$ cat src/rtl/fp32_to_bf16_packer_pkg.sv
// Shared fp32/bf16 field layout and constants for the FMA result path.
package fp32_to_bf16_packer_pkg;

   localparam int FP32_W      = 32;
   localparam int BF16_W      = 16;
   localparam int FP_EXP_W    = 8;
   localparam int FP32_MANT_W = 23;
   localparam int BF16_MANT_W = 7;

   localparam logic [FP_EXP_W-1:0] FP32_EXP_MAX = 8'hFF;
   localparam logic [BF16_W-1:0]   BF16_QNAN    = 16'h7FC0;

   typedef struct packed {
      logic                   sign;
      logic [FP_EXP_W-1:0]    exp;
      logic [FP32_MANT_W-1:0] mant;
   } fp32_t;

   typedef struct packed {
      logic                   sign;
      logic [FP_EXP_W-1:0]    exp;
      logic [BF16_MANT_W-1:0] mant;
   } bf16_t;

endpackage

$ cat src/rtl/fp32_to_bf16_packer_rne.sv
// Combinational fp32 -> bf16 narrowing with round-to-nearest-even and an inexact flag.
module fp32_to_bf16_rne
   import fp32_to_bf16_packer_pkg::*;
(
   input  logic [FP32_W-1:0] fpIn,
   output logic [BF16_W-1:0] bfOut,
   output logic              inexact
);

   fp32_t fpFields;

   // Carry out of the mantissa rolls into the exponent, so max-finite rounds to Inf.
   function automatic logic [BF16_W-1:0] roundNearestEven(input logic [FP32_W-1:0] v);
      logic roundUp;
      roundUp = v[15] & ((|v[14:0]) | v[16]);
      return v[31:16] + {15'd0, roundUp};
   endfunction

   assign fpFields = fpIn;

   always_comb begin
      bfOut   = {fpFields.sign, 15'h0000};
      inexact = 1'b0;
      if (fpFields.exp == FP32_EXP_MAX) begin
         if (fpFields.mant != '0) begin
            bfOut = BF16_QNAN;
         end else begin
            bfOut = fpIn[31:16];
         end
      end else if (fpFields.exp == '0) begin
         // Denormals flush to signed zero.
         inexact = (fpFields.mant != '0);
      end else begin
         bfOut   = roundNearestEven(fpIn);
         inexact = |fpIn[15:0];
      end
   end

endmodule

$ cat src/rtl/fp32_to_bf16_packer.sv
// Narrows a stream of fp32 values to bf16 and packs PACK lanes per output word.
module fp32_to_bf16_packer
   import fp32_to_bf16_packer_pkg::*;
#(
   parameter int PACK  = 2,
   parameter int CNT_W = 16
)
(
   input  logic                     clk,
   input  logic                     rst_n,
   input  logic                     in_valid,
   output logic                     in_ready,
   input  logic [FP32_W-1:0]        in_data,
   input  logic                     in_last,
   output logic                     out_valid,
   input  logic                     out_ready,
   output logic [BF16_W*PACK-1:0]   out_data,
   output logic [PACK-1:0]          out_keep,
   output logic                     out_last,
   input  logic                     cnt_clr,
   output logic [CNT_W-1:0]         inexact_cnt
);

   localparam int IDX_W = (PACK > 1) ? $clog2(PACK) : 1;

   logic [BF16_W-1:0]      laneBf16;
   logic                   laneInexact;
   logic                   inBeat;
   logic                   wordDone;
   logic [BF16_W*PACK-1:0] mergedData;
   logic [PACK-1:0]        mergedKeep;

   logic [BF16_W*PACK-1:0] packData_p0;
   logic [PACK-1:0]        packKeep_p0;
   logic [IDX_W-1:0]       laneIdx_p0;

   logic [BF16_W*PACK-1:0] outData_p1;
   logic [PACK-1:0]        outKeep_p1;
   logic                   outLast_p1;
   logic                   vld_p1;
   logic [CNT_W-1:0]       inexactCnt;

   function automatic logic [CNT_W-1:0] satInc(input logic [CNT_W-1:0] v);
      return (v == '1) ? v : v + CNT_W'(1);
   endfunction

   fp32_to_bf16_rne uRne (
      .fpIn    (in_data),
      .bfOut   (laneBf16),
      .inexact (laneInexact)
   );

   assign in_ready = !vld_p1 | out_ready;
   assign inBeat   = in_valid & in_ready;
   assign wordDone = inBeat & ((laneIdx_p0 == IDX_W'(PACK-1)) | in_last);

   always_comb begin
      mergedData = packData_p0;
      mergedKeep = packKeep_p0;
      for (int i = 0; i < PACK; i++) begin
         if (laneIdx_p0 == IDX_W'(i)) begin
            mergedData[BF16_W*i +: BF16_W] = laneBf16;
            mergedKeep[i]                  = 1'b1;
         end
      end
   end

   // Stage p0: lane accumulation
   always_ff @(posedge clk or negedge rst_n) begin
      if (!rst_n) begin
         packData_p0 <= '0;
         packKeep_p0 <= '0;
         laneIdx_p0  <= '0;
      end else if (wordDone) begin
         packData_p0 <= '0;
         packKeep_p0 <= '0;
         laneIdx_p0  <= '0;
      end else if (inBeat) begin
         packData_p0 <= mergedData;
         packKeep_p0 <= mergedKeep;
         laneIdx_p0  <= laneIdx_p0 + IDX_W'(1);
      end
   end

   // Stage p1: output word register; a completing beat reloads it even while it drains
   always_ff @(posedge clk or negedge rst_n) begin
      if (!rst_n) begin
         outData_p1 <= '0;
         outKeep_p1 <= '0;
         outLast_p1 <= 1'b0;
         vld_p1     <= 1'b0;
      end else if (wordDone) begin
         outData_p1 <= mergedData;
         outKeep_p1 <= mergedKeep;
         outLast_p1 <= in_last;
         vld_p1     <= 1'b1;
      end else if (out_ready) begin
         vld_p1     <= 1'b0;
      end
   end

   always_ff @(posedge clk or negedge rst_n) begin
      if (!rst_n) begin
         inexactCnt <= '0;
      end else if (cnt_clr) begin
         inexactCnt <= '0;
      end else if (inBeat & laneInexact) begin
         inexactCnt <= satInc(inexactCnt);
      end
   end

   assign out_valid   = vld_p1;
   assign out_data    = outData_p1;
   assign out_keep    = outKeep_p1;
   assign out_last    = outLast_p1;
   assign inexact_cnt = inexactCnt;

endmodule

$ cat config.mk
export PLATFORM = sky130hd
export DESIGN_NAME = fp32_to_bf16_packer
export DESIGN_NICKNAME = d
export VERILOG_FILES = /design/src/rtl/fp32_to_bf16_packer_pkg.sv /design/src/rtl/fp32_to_bf16_packer_rne.sv /design/src/rtl/fp32_to_bf16_packer.sv
export SDC_FILE = /design/constraint.sdc
export NUM_CORES = 1
export LEC_CHECK = 0
export ABC_AREA = 1
export CORE_MARGIN = 8
export CORE_UTILIZATION = 52
export CTS_CLUSTER_DIAMETER = 150
export DETAILED_ROUTE_END_ITERATION = 12
export PLACE_DENSITY = 0.83
export SLEW_MARGIN = 10
export SYNTH_ARGS = -nofsm -noshare
export SYNTH_HDL_FRONTEND = slang
export SYNTH_SLANG_ARGS = --single-unit
$ cat constraint.sdc
create_clock -name clk -period 2.05 [get_ports clk]
set_clock_uncertainty 0.2 [all_clocks]
set_input_delay 0.205 -clock clk [delete_from_list [all_inputs] [get_ports clk]]
set_output_delay 0.205 -clock clk [all_outputs]
set_load 0.05 [all_outputs]
==> results.cfg <==
[status]
outcome = finished clean

[sta]
slew_headroom_pct = 36.7
hold_viol_final = 0
period_needed_ns = 2.01
period_share_pct = 98.2
tightest_slew_ns = 0.949
finalMaxSlewViolations = 0
fmax_ghz = 0.497
setup_violations = 0

[detailed_routing]
dr.pass1.iters = 5
drc = 0
wire_per_inst_um = 15.3
drtAntennaViolNets = 0
wl_um = 12700
via_per_inst = 5.27
first_iter_violations = 245
num_vias = 4389

[synthesis]
ys.flop_type = dfrtp_1
synth_area_sq_mm = 0.00461
seq_area_frac_synth_pct = 47.2
ys_ff_latch = 87
syn_inst = 608
syn_nets = 648
yosysUniqueCellTypes = 35
synthArstFlopShare_pct = 100
yosys_warnings = 0
synth_edf_count = 0
syn_avg_cell_area_sq_um = 7.59

[grt]
grt_overflow = 0
grt_pass1_wl_um = 20700
grt_max_degree = 43
grtUsageTotal_pct = 21.8
use_met2_pct = 36.0
top_usage_layer = met2
grt_pass1_vias = 4269
antenna_found_initial = 0
use_met1_pct = 26.8
grt_util_met3_pct = 4.59

[floorplan]
die_w_um = 110
die_h_um = 110
ios = 91
start_util_pct = 53.1
dieArea_sq_mm = 0.0121
rows = 34
core_area_sq_mm = 0.00868

[finish]
final_util_pct = 69.7
area_growth_pct = 31.1
mostFrequentLayoutCell = nand2_1
drive_above_1_share_pct = 12.6
layout_common_cells = nand2_1, dfrtp_1, clkdlybuf4s50_1, nand3_1, nor2_1
final_area_sq_mm = 0.00604
nets = 760
diodes = 0

[setup_path]
cp_max_fo = 4
crit_buf_inv = 1
rr_worst_depth = 8
cp-end-kind = output port
critical-path-max-stage-delay_ns = 0.84
reg2reg_to = inexact_cnt[13]$_DFFE_PN0P_
cp_data_required_time_ns = 1.64
reg2reg_from = inexact_cnt[0]$_DFFE_PN0P_
critPathTopFamily = buffers and inverters
reg2reg_slack_ns = 0.13
critPathKind = reg -> out
cp_slowest_cell = clkdlybuf4s50_1
startpoint_type = flop
timing.critical_path.cells = clkdlybuf4s50_1
worstPathArrival_ns = 1.61

[pwr]
combinationalPowerShare_pct = 37.4
power.density_mw_per_mm2 = 903
seqPwrFrac_pct = 39.3
switching_share_pct = 40.2
peakVddDrop_v = 0.000614
power_leakage_nw = 3.26
switching_power_w = 0.00220
pwr-share-clk_pct = 23.3
p_int_w = 0.00326

[clock_tree]
htreeDepth = 3
cts_buffers = 9
worst_skew_pair.late_latency_ns = 0.36
clockBufferDepth = 2
cts_tree = yes
cts_sinks = 87
clk_pin_slew_ns = 0.10
clock-root-buffer = clkbuf_8

[placed_design]
portBuffers = 90
gp_congestion = 0.954
hpwlAfterDp_um = 9410
postPlaceCellArea_sq_mm = 0.00581

[min_path]
min_path_type = in -> async

[flow_run]
drv_cap = 0
layer usage:
layer,part of all wire [%],vias up
met5,0,-
met4,2.9,0
met3,6.2,34
met2,50,158
met1,41,2065
li1,-,2132
registers in the layout, summed over array words and instances (netlist names):
name,cells
out_data,32
packData_p0,32
packKeep_p0,2
out_last,1
out_keep,2
inexact_cnt,16
laneIdx_p0,1
out_valid,1
timing repair:
| action | 4_1_cts | 5_1_grt |
|---|---|---|
| hold endpoints to repair | 39 | 0 |
| buffers inserted | 0 | 0 |
| pin swaps | 0 | 0 |
| hold buffers | 1 | 0 |
| gates resized for setup | 7 | 5 |
| setup endpoints to repair | 7 | 7 |
synthesized netlist by cell type, types with 5 or more instances:
master	instances	area (sq um)
nor2_1	59	221
inv_2	5	18.8
xor2_1	16	140
nand3_1	66	330
inv_1	45	169
nand2_1	216	811
buf_2	10	50.1
o21ai_0	26	130
or2_2	10	62.6
clkbuf_1	8	30.0
nor2_2	5	31.3
nand3b_1	9	67.6
dfrtp_1	87	2180
power groups by stage:
stage	logic (W)	registers [W]	clock network [W]
2_1_floorplan	0.000558	0.00285	0
3_3_place_gp	0.00201	0.00216	0
3_5_place_dp	0.00204	0.00217	0
4_1_cts	0.00205	0.00214	0.00128
5_1_grt	0.00218	0.00217	0.00136
6_report	0.00204	0.00214	0.00127
worst max path at each step:
stage                                     from                    endpoint  slack, ns  cells after the start
floorplan           inexact_cnt[0]$_DFFE_PN0P_  inexact_cnt[5]$_DFFE_PN0P_       0.02                     10
CTS                 inexact_cnt[9]$_DFFE_PN0P_              inexact_cnt[9]     0.0006                      1
global route                       in_data[16]     out_data[8]$_DFFE_PN0P_      -0.02                     13
global placement                   in_data[15]     out_data[8]$_DFFE_PN0P_      -0.09                     13
detailed placement                 in_data[15]     out_data[8]$_DFFE_PN0P_      -0.14                     13
finish              inexact_cnt[1]$_DFFE_PN0P_              inexact_cnt[1]       0.04                      1
cells by family (layout without fill, tap and decap cells):
logic type / after synthesis / count (layout) / share of synthesized area (%)
flip-flops: 87 / 87 / 47.2
buffers and inverters: 74 / 191 / 6.89
AND/OR/NAND/NOR: 381 / 381 / 36.1
XOR/XNOR: 18 / 18 / 3.42
adder cells (fa/ha/maj): 2 / 2 / 0.543
AO/OA/AOI/OAI: 46 / 46 / 5.81
area by class of cell:
type / instances / area, sq um
tap: 108 / 135
timing repair buffer: 124 / 1190
multi-input combinational: 447 / 2130
clock inverter: 7 / 91.3
sequential: 87 / 2180
fill: 746 / 2630
inverter: 51 / 191
clock buffer: 9 / 124
per-stage QoR:
stage                     power (W)  std cells  TNS [ns]  worst slack (ns)  hold WS (ns)
final                       0.00546        833         0            0.0360         0.178
after global routing        0.00572        833   -0.0472           -0.0208         0.213
after CTS                   0.00548        833         0          0.000604         0.182
after detailed placement    0.00421        816     -1.83            -0.135        0.0434
after global placement      0.00417        816    -0.515           -0.0894        0.0329
after floorplan             0.00341        608         0            0.0209        -0.291
Power figures use the tool's default switching activity.
